### src/rtl/mem_arbiter_pkg.sv
// Shared widths, FSM encodings and requester IDs for the memory arbiter.
// No logic; pure types and constants.
// No flow control.
package mem_arbiter_pkg;

    localparam int XLEN = 64;

    typedef enum logic [1:0] {
        IDLE = 2'd0,
        REQ  = 2'd1,
        WAIT = 2'd2
    } arb_state_t;

    typedef enum logic {
        REQ_IF = 1'b0,
        REQ_LS = 1'b1
    } req_id_t;

    localparam logic [7:0] IF_WMASK = 8'h0F;

endpackage

### src/rtl/mem_arbiter_arb_grant.sv
// One-hot grant between fetch and load-store requesters; ptr is the last winner.
// Latency: combinational, no state.
// Backpressure: none; the caller gates the grant with its own FSM state.
module arb_grant
    import mem_arbiter_pkg::*;
(
    input  logic       if_valid,
    input  logic       ls_valid,
    input  req_id_t    ptr,
    output logic [1:0] grant
);

    logic ls_wins;

    // On contention the requester that did not win last time is preferred.
    assign ls_wins  = (ptr == REQ_IF);
    assign grant[0] = if_valid & (~ls_valid | ~ls_wins);
    assign grant[1] = ls_valid & (~if_valid | ls_wins);

endmodule

### src/rtl/mem_arbiter.sv
// Single-outstanding arbiter of IF and LSU onto one memory port; MEM_ARB_RR_EN selects round-robin.
// Latency: accept -> mem_req next cycle; response pulse one cycle after mem_resp_valid.
// Backpressure: both req_ready low while a transaction is in flight; mem_req held until mem_req_ready.
module mem_arbiter #(
    parameter int XLEN      = mem_arbiter_pkg::XLEN,
    parameter bit RST_GRANT = 1'b0
) (
    input  logic            clk,
    input  logic            rst_n,
    input  logic            if_req_valid,
    output logic            if_req_ready,
    input  logic [XLEN-1:0] if_req_addr,
    output logic            if_resp_valid,
    output logic [XLEN-1:0] if_resp_data,
    input  logic            ls_req_valid,
    output logic            ls_req_ready,
    input  logic [XLEN-1:0] ls_req_addr,
    input  logic            ls_req_wen,
    input  logic [XLEN-1:0] ls_req_wdata,
    input  logic [7:0]      ls_req_wmask,
    output logic            ls_resp_valid,
    output logic [XLEN-1:0] ls_resp_data,
    output logic            mem_req_valid,
    input  logic            mem_req_ready,
    output logic [XLEN-1:0] mem_req_addr,
    output logic            mem_req_wen,
    output logic [XLEN-1:0] mem_req_wdata,
    output logic [7:0]      mem_req_wmask,
    input  logic            mem_resp_valid,
    input  logic [XLEN-1:0] mem_resp_data
);
    import mem_arbiter_pkg::*;

    arb_state_t      state, state_nxt;
    req_id_t         owner, ptr;
    logic [1:0]      grant;
    logic            if_acc, ls_acc;
    logic            if_resp_q, ls_resp_q;
    logic [XLEN-1:0] resp_data;

`ifdef MEM_ARB_RR_EN
    always_ff @(posedge clk or negedge rst_n) begin
        if (!rst_n)      ptr <= req_id_t'(RST_GRANT);
        else if (ls_acc) ptr <= REQ_LS;
        else if (if_acc) ptr <= REQ_IF;
    end
`else
    // Pretending IF won last time makes the grant logic give LSU fixed priority.
    assign ptr = REQ_IF;
    logic unused_rst_grant;
    assign unused_rst_grant = RST_GRANT;
`endif

    arb_grant u_arb_grant (
        .if_valid (if_req_valid),
        .ls_valid (ls_req_valid),
        .ptr      (ptr),
        .grant    (grant)
    );

    assign if_req_ready  = (state == IDLE) & grant[0];
    assign ls_req_ready  = (state == IDLE) & grant[1];
    assign if_acc        = if_req_valid & if_req_ready;
    assign ls_acc        = ls_req_valid & ls_req_ready;
    assign mem_req_valid = (state == REQ);

    always_comb begin
        state_nxt = state;
        case (state)
            IDLE:    if (if_acc || ls_acc) state_nxt = REQ;
            REQ:     if (mem_req_ready)    state_nxt = WAIT;
            WAIT:    if (mem_resp_valid)   state_nxt = IDLE;
            default:                       state_nxt = IDLE;
        endcase
    end

    always_ff @(posedge clk or negedge rst_n) begin
        if (!rst_n) state <= IDLE;
        else        state <= state_nxt;
    end

    always_ff @(posedge clk or negedge rst_n) begin
        if (!rst_n) begin
            mem_req_addr  <= '0;
            mem_req_wen   <= 1'b0;
            mem_req_wdata <= '0;
            mem_req_wmask <= '0;
            owner         <= REQ_IF;
        end else if (ls_acc) begin
            mem_req_addr  <= ls_req_addr;
            mem_req_wen   <= ls_req_wen;
            mem_req_wdata <= ls_req_wdata;
            mem_req_wmask <= ls_req_wmask;
            owner         <= REQ_LS;
        end else if (if_acc) begin
            mem_req_addr  <= if_req_addr;
            mem_req_wen   <= 1'b0;
            mem_req_wdata <= '0;
            mem_req_wmask <= IF_WMASK;
            owner         <= REQ_IF;
        end
    end

    // Responses outside WAIT are stale (e.g. after a reset abort) and are dropped.
    always_ff @(posedge clk or negedge rst_n) begin
        if (!rst_n) begin
            if_resp_q <= 1'b0;
            ls_resp_q <= 1'b0;
            resp_data <= '0;
        end else begin
            if_resp_q <= 1'b0;
            ls_resp_q <= 1'b0;
            if ((state == WAIT) && mem_resp_valid) begin
                resp_data <= mem_resp_data;
                if_resp_q <= (owner == REQ_IF);
                ls_resp_q <= (owner == REQ_LS);
            end
        end
    end

    assign if_resp_valid = if_resp_q;
    assign ls_resp_valid = ls_resp_q;
    assign if_resp_data  = resp_data;
    assign ls_resp_data  = resp_data;

endmodule
### config.mk
export PLATFORM = sky130hd
export DESIGN_NAME = mem_arbiter
export DESIGN_NICKNAME = d
export VERILOG_FILES = /design/src/rtl/mem_arbiter_pkg.sv /design/src/rtl/mem_arbiter_arb_grant.sv /design/src/rtl/mem_arbiter.sv
export SDC_FILE = /design/constraint.sdc
export NUM_CORES = 1
export LEC_CHECK = 0
export BUFFER_PORTS_ARGS = -buffer_cell sky130_fd_sc_hd__buf_4
export CORE_AREA = 2 2 210 212
export DETAILED_ROUTE_END_ITERATION = 12
export DIE_AREA = 0 0 212 214
export HOLD_SLACK_MARGIN = 0.05
export PLACE_DENSITY_LB_ADDON = 0.3
export SYNTH_ARGS = -nofsm -noshare
export SYNTH_HDL_FRONTEND = slang
export SYNTH_SLANG_ARGS = --single-unit
### constraint.sdc
create_clock -name clk -period 4.2 [get_ports clk]
set_clock_uncertainty 0.15 [all_clocks]
set_input_delay 0.42 -clock clk [delete_from_list [all_inputs] [get_ports clk]]
set_output_delay 0.42 -clock clk [all_outputs]
set_load 0.01 [all_outputs]
# == Word level (Yosys, flattened, before mapping) ==
# Index checks and enable logic that the tools add are counted.
# word_totals
regBits,206
word_cells,41
out_inout_bits,270
# classes
bitwise_logic,7
n_mux,15
n_eq_ne,5
reduce_logical,5
# op_table
op,count
$mux 64,4
$mux 8,2
$mux 2,3
$pmux 2 s3,1
$and 1x1->1,5
$mux 1,5
$ne 2x1->1 const B,2
$reduce_and 3->1,1
$eq 2x1->1 const B,1
$eq 2x2->1 const B,1
$logic_not 2->1,1
$ne 2x2->1 const B,1
$not 1->1,2
$reduce_bool 2->1,1
$logic_and 1x1->1,1
$logic_or 1x1->1,1

# == Depth between registers and ports, before layout ==
# Gate-level depths: netlist (run 1).
# logic_depth
ltp_word,7
ltp_mapped,6
depth_no_buf,4

# == Cells and area by module ==
# A second synthesis (run 1) with hierarchy kept.
# unflattened
cells_unflattened,603
hier_area_um2,8514.4
# by_module_without_submodules
module,cells_each,seq_area_each_um2,n_inst,area_each_um2
mem_arbiter,600,5154.9,1,8495.6
arb_grant,3,0.0,1,18.8

# == Least setup slack after synthesis (run 1) ==
# Ideal clock, no wire load.
# synth_timing
path_type,input port to output port
start,in ls_req_valid
end,out ls_req_ready
slack_ns,2.574
arrival_ns,1.056
stages,5
required_ns,3.630
path_cell_list,buf_6 > buf_6 > nand2_1 > inv_2 > buf_2
# synth_via
elab_chain_cells,1
# synth_rtl
element,line,rtl
start: declaration,mem_arbiter.sv:15,"input logic ls_req_valid,"
$and 1x1->1,mem_arbiter.sv:62,assign ls_req_ready = (state == IDLE) & grant[1];
end: declaration,mem_arbiter.sv:16,"output logic ls_req_ready,"
# Every way passes these cells.

# == Worst setup path in the final report (run 1) ==
# layout_timing
start,reg state[1]
end,out ls_req_ready
# layout_via
elab_chain_cells,2
# layout_rtl
element,line,rtl
start: declaration,mem_arbiter.sv:34,"arb_state_t state, state_nxt;"
start signal: assignment,mem_arbiter.sv:79,else state <= state_nxt;
$logic_not 2->1,mem_arbiter.sv:62,
$and 1x1->1,mem_arbiter.sv:62,
# Every way passes these cells.

==> run summary, run 1 <==
Via density: 3.961
Slew Limit Fails: 0
Worst Setup Path Type: register to output pin
Std cell rows: 76
Crit start category: register
Final non-filler cell total: 1,814
Net Sw Frac: 33.31%
Setup WS pre-CTS: 1.806 ns
DPL Wire Length: 21,380 um
Reg2Reg Launch Point: state[1]
R2R Path End: mem_req_wdata[59]
Hold buffers post-CTS: 143
Clk network pwr share: 21.3%
Hold depth: 3
Endpoint class of the critical path: output pin
Fin crit period: 2.745 ns
Share of cells above drive strength 1: 63.76%
Status: completed
Ys flop type: dfrtp_1
Yosys top cell area share: 58.10%
Die area: 45,370 um^2
DRT antenna net count: 0
Drt drc: 0
Overall power: 10.76 mW
Synth area leader: dfrtp_1
Leak: 7.445 nW
Placed cell areas: 13,040 um^2
CP max FO: 20
Vias: 7,185
Util after Layout: 35.80%
Syn Nets: 859
Max-cap viol count: 0
H-tree levels: 1
R2r setup slk: 1.84 ns
VDD IR max: 0.2832 mV
Synthesis-to-layout area growth: 73.06%
Initial core utilization: 20.69%
CTS tree: yes
Post-synthesis sequential area ratio: 58.10%
Initial DRC Count: 263
Port Buffers: 540
RSZ-0062 raised after global routing: false
Number of flops mapped to enable cells by yosys: 0
Max Clk Rate: 364.2 MHz
Mapped Area: 8872 um^2
Pre-antenna DRT Iters: 4
Post-route worst setup slack: 1.455 ns
Core Box Area: 42,890 um^2
Die X: 212 um
Cts repair resizes: 0
Placed Instances: 1,623
Cell Int Power: 7.173 mW
Relative slew slack: 39.63%
Hold_sp: if_req_addr[21]
Top-count cell post-synth: dfrtp_1
Worst EP required: 3.63 ns
Hold slack: 0.09192 ns
Clock Sink Count: 206
Top Ports: 541
Maximum clock path buffer count: 3
Post-CTS Setup Inserts: 0
Nets: 1,480
Drt total wl: 30,330 um
Asr flop ratio synth: 100.0%
Yosys reg bits: 206
Die height: 214 um
Vias in the first global route: 7,951
Hold EP: mem_req_addr[21]
Tcrit/Tclk final: 65.37%
Routed len/inst: 16.72 um
P per Cell Area: 700.5 nW/um^2
Final instance area: 15,350 um^2
CTS Root Cell: clkbuf_16
Clock network latency to the later pin of the worst-skew pair: 0.53 ns
WP data arrival: 2.18 ns
Filler Cells Inserted: 4,123
Worst-Margin Slew: 0.9056 ns
Yosys warns: 0
Final RePlAce weighted congestion: 0.7468
Gate power share: 45.1%
Min-delay worst type: input pin to register
First-pass GRT wire length: 46,100 um
Largest net degree at the start of global routing: 91
Clk slew on worst S/H paths: 0.06 ns
Cell count after synthesis: 588
Final Hold Viols: 0
Count of cell types in the netlist: 20
Gr usage total: 12.93%
Area contributors post-synth: dfrtp_1 58%, mux2_2 21%, a22o_1 6.9%
Number of cells on the worst reg-to-reg path: 5
Final setup TNS: 0 ns
Antenna violations before repair: 1
Syn_area_per_cell: 15.09 um^2
Net Switching: 3.583 mW
Sequential cell fraction of total power: 33.6%
Total grt overflow: 0
Post-synth top cells: 206 x dfrtp_1, 163 x mux2_2, 70 x a22o_1, 70 x buf_4, 26 x mux2_4
CTS Buf Count: 26
Final-report setup violation count: 0
[state kept, by name, indices dropped and copies added (netlist names)]
signal / count
if_resp_data: 64
if_resp_valid: 1
ls_resp_valid: 1
mem_req_addr: 64
mem_req_wdata: 64
mem_req_wen: 1
mem_req_wmask: 8
owner: 1
state: 2
[how the worst max path moves through the flow]
stage	start	endpoint	slack, ns	depth (start not counted)
6_report	state[1]	ls_req_ready	1.45	4
5_1_grt	state[1]	ls_req_ready	1.28	4
4_1_cts	state[1]	if_req_ready	1.32	4
3_5_place_dp	state[1]	mem_req_wdata[60]	1.81	5
3_3_place_gp	state[1]	mem_req_wdata[31]	1.81	5
2_1_floorplan	ls_req_valid	ls_req_ready	2.57	5
[power by group through the flow]
stage | sequential [mW] | clock, mW | combinational, mW
6_report | 3.62 | 2.29 | 4.85
5_1_grt | 3.74 | 2.47 | 5.19
4_1_cts | 3.62 | 2.40 | 4.91
3_5_place_dp | 3.62 | 0 | 4.81
3_3_place_gp | 3.61 | 0 | 4.78
2_1_floorplan | 3.92 | 0 | 2.23
[cell families after synthesis]
logic type	after synthesis	share of synthesized area, %
AO/OA/AOI/OAI	78	7.643
buffers and inverters	103	8.306
flip-flops	206	58.10
multiplexers	192	25.47
AND/OR/NAND/NOR	9	0.4796
[layout by cell type (no fill, tap or decap), drive strengths merged]
master,count
a21o,1
a22o,70
buf,550
bufinv,3
clkbuf,38
clkinv,5
clkinvlp,1
dfrtp,206
diode,1
dlygate4sd3,143
inv,3
mux2,192
nand2,2
nand2b,1
nand3b,1
nor2,5
o21a,1
o21ai,2
o22a,4
[area by class of cell]
cell class / instances / area, um^2 / area share, %
flip-flops and latches: 206 / 5155 / 33.57
multi-input cells: 279 / 2994 / 19.50
diodes: 1 / 2.502 / 0.01630
clock buffers: 38 / 757.0 / 4.930
repair buffers: 693 / 5580 / 36.34
well taps: 585 / 732.0 / 4.767
inverters: 3 / 11.26 / 0.07334
clock inverters: 9 / 122.6 / 0.7986
[routing by layer]
layer	vias up	share of wire, %	GRT usage [%]
li1	3297	-	-
met1	3506	39	14.89
met2	340	51	23.34
met3	42	7.5	3.005
met4	0	2.5	4.272
met5	-	0	0
[worst max-delay path: stages (launching register included)]
cell and delay [ns]:
dfrtp_1 0.41, nor2_2 0.33, nand2_1 0.28, inv_2 0.41
buf_4 0.20
Note: power is estimated with default switching activity, not from simulation.
==> run 2: changes to the inputs <==
- ABC_AREA: default -> 1
- CORE_AREA: 2 2 210 212 -> 2 2 211 213
- DIE_AREA: 0 0 212 214 -> 0 0 213 215
- clock period: 4.2 -> 2.31 ns (I/O delays scaled with it)
==> run 2 against run 1 <==
Net effect:
- clock-buffer cell count decreased by 1
- synthesized area grew 8.0%
- via count is 46% higher
- clock power up 65%
- largest power group unchanged
- power increased by 86%
- utilization rose by 3.9 points
- sequential cell count unchanged
- first-iteration DRC count up 73%
- sequential power rose by 78%
- wire length is 22% higher
- die area up 0.94%
- combinational power increased by 100%
==> run summary, run 2 <==
Die X: 213 um
P per Cell Area: 1156 nW/um^2
Antenna violations before repair: 3
Vias in the first global route: 10,760
Maximum clock path buffer count: 3
Clock Sink Count: 206
Initial DRC Count: 456
First-pass GRT wire length: 57,500 um
Max-cap viol count: 0
WP buf/inv: 2
Std cell rows: 77
Count of cell types in the netlist: 17
Number of flops mapped to enable cells by yosys: 0
Yosys top cell area share: 53.80%
Asr flop ratio synth: 100.0%
Worst EP required: 1.93 ns
Initial core utilization: 21.95%
Slew Limit Fails: 0
Clk slew on worst S/H paths: 0.06 ns
Routed len/inst: 14.49 um
Post-route worst setup slack: 0.1051 ns
DPL Wire Length: 25,450 um
Via density: 4.110
H-tree levels: 1
Worst Setup Path Type: register to output pin
Status: completed
Syn Nets: 1,490
Core Box Area: 43,640 um^2
Final-report setup violation count: 0
RSZ-0062 raised after global routing: false
Pre-antenna DRT Iters: 4
Top Ports: 541
Drt total wl: 37,040 um
Crit start category: register
Worst-Margin Slew: 0.5688 ns
Relative slew slack: 62.08%
Placed cell areas: 13,810 um^2
Cell count after synthesis: 1,219
Yosys warns: 0
Max Clk Rate: 453.5 MHz
CTS Root Cell: clkbuf_16
Filler Cells Inserted: 4,362
Clock network latency to the later pin of the worst-skew pair: 0.52 ns
Final RePlAce weighted congestion: 0.8290
Yosys reg bits: 206
Area contributors post-synth: dfrtp_1 54%, nand2_1 21%, nand3_1 10%
Highest-delay cell along the critical path: dfrtp_1
Setup WS pre-CTS: 0.4323 ns
Crit path max-delay family: buffers and inverters
Commonest non-fill, non-tap cell in the layout: buf_4
Endpoint class of the critical path: output pin
Nets: 2,214
WP data arrival: 1.82 ns
CTS tree: yes
Mapped Area: 9582 um^2
Final setup TNS: 0 ns
VDD IR max: 0.7852 mV
Post-synth top cells: 531 x nand2_1, 206 x dfrtp_1, 192 x nand3_1
Synthesis-to-layout area growth: 80.84%
CTS Buf Count: 25
Gr usage total: 15.63%
Fin crit period: 2.205 ns
DRT antenna net count: 0
Port Buffers: 540
Share of cells above drive strength 1: 31.00%
Most frequent cells in the layout: 550 x buf_4, 530 x nand2_1, 271 x dlygate4sd3_1
Top-count cell post-synth: nand2_1
CP max FO: 42
Min-delay worst type: input pin to asynchronous set/reset pin
Die area: 45,800 um^2
Tcrit/Tclk final: 95.45%
Final Hold Viols: 0
Post-synthesis sequential area ratio: 53.80%
Worst-path cell chain: nor2_4 > buf_6 > nand2_1 > nor2_1 > buf_4
Syn_area_per_cell: 7.860 um^2
Post-CTS Setup Inserts: 0
CP max stage delay: 0.45 ns
Vias: 10,510
Util after Layout: 39.70%
Overall power: 20.03 mW
Final instance area: 17,330 um^2
Die height: 215 um
Ys flop type: dfrtp_1
Synth area leader: dfrtp_1
Drt drc: 0
Largest net degree at the start of global routing: 101
Leak: 9.498 nW
Total grt overflow: 0
## run 2: logic make-up (layout without fill, tap and decap cells)
| family | after synthesis | count (layout) | share of synthesized area, % |
|---|---|---|---|
| flops | 206 | 206 | 53.80 |
| other cells | 0 | 3 | 0 |
| buf+inv | 272 | 1014 | 14.39 |
| compound gates | 8 | 8 | 0.4832 |
| simple gates | 733 | 733 | 31.33 |
## run 2: final timing paths
path / slack (ns) / end / from / depth (start not counted)
max reg2reg: 0.14 / mem_req_addr[41] / state[0] / 7
max: 0.11 / if_req_ready / state[0] / 5
max in group asynchronous: 1.21 / if_resp_data[44] / rst_n / 3
min reg2reg: 0.29 / if_resp_valid / owner / 1
min in group clk: 0.12 / mem_req_addr[27] / if_req_valid / 5
min: 0.08 / if_resp_data[32] / rst_n / 2
## run 2: cell type report
cell class / count / area (um^2) / area share, %
Inverter: 137 / 516.7 / 2.982
Timing Repair Buffer: 832 / 7048 / 40.67
Clock buffer: 37 / 740.7 / 4.275
Multi-Input combinational cell: 741 / 3065 / 17.69
Sequential cell: 206 / 5155 / 29.75
Tap cell: 592 / 740.7 / 4.275
Clock inverter: 8 / 53.80 / 0.3105
Antenna cell: 3 / 7.507 / 0.04332
## run 2: stage by stage
stage | hold WS [ns] | std cells
2_1_floorplan | -0.2146 | 1219
3_3_place_gp | 0.07841 | 2237
3_5_place_dp | 0.07154 | 2237
4_1_cts | 0.06831 | 2553
5_1_grt | 0.1110 | 2556
6_report | 0.07823 | 2556
## run 2: worst reg2reg max path, stage by stage, from the launching register on
cell           delay (ns)
dfrtp_1              0.45
nor2_4               0.20
nand2_2              0.16
buf_12               0.22
nand2_1              0.22
nand3_1              0.07
dlygate4sd3_1        0.58
nand2_1              0.06
## run 2: timing repair
action | CTS | global route
endpoints found under the hold margin | 409 | 0
setup endpoints to repair | 2 | 0
gates resized for setup | 2 | 0
hold buffers | 271 | 0
## run 2: metal layers
metal  GRT usage (%)  share of wire (%)  up-vias
met4           6.713                4.1        0
met3           3.098                6.7       93
met5               0                  0        -
met1           18.37                 40     4898
li1                -                  -     5077
met2           27.43                 49      437
## run 2: power by group
| part | internal, mW | total (mW) | switching, mW |
|---|---|---|---|
| clock network | 2.22 | 3.78 | 1.56 |
| logic | 4.76 | 9.79 | 5.03 |
| registers | 5.26 | 6.46 | 1.20 |
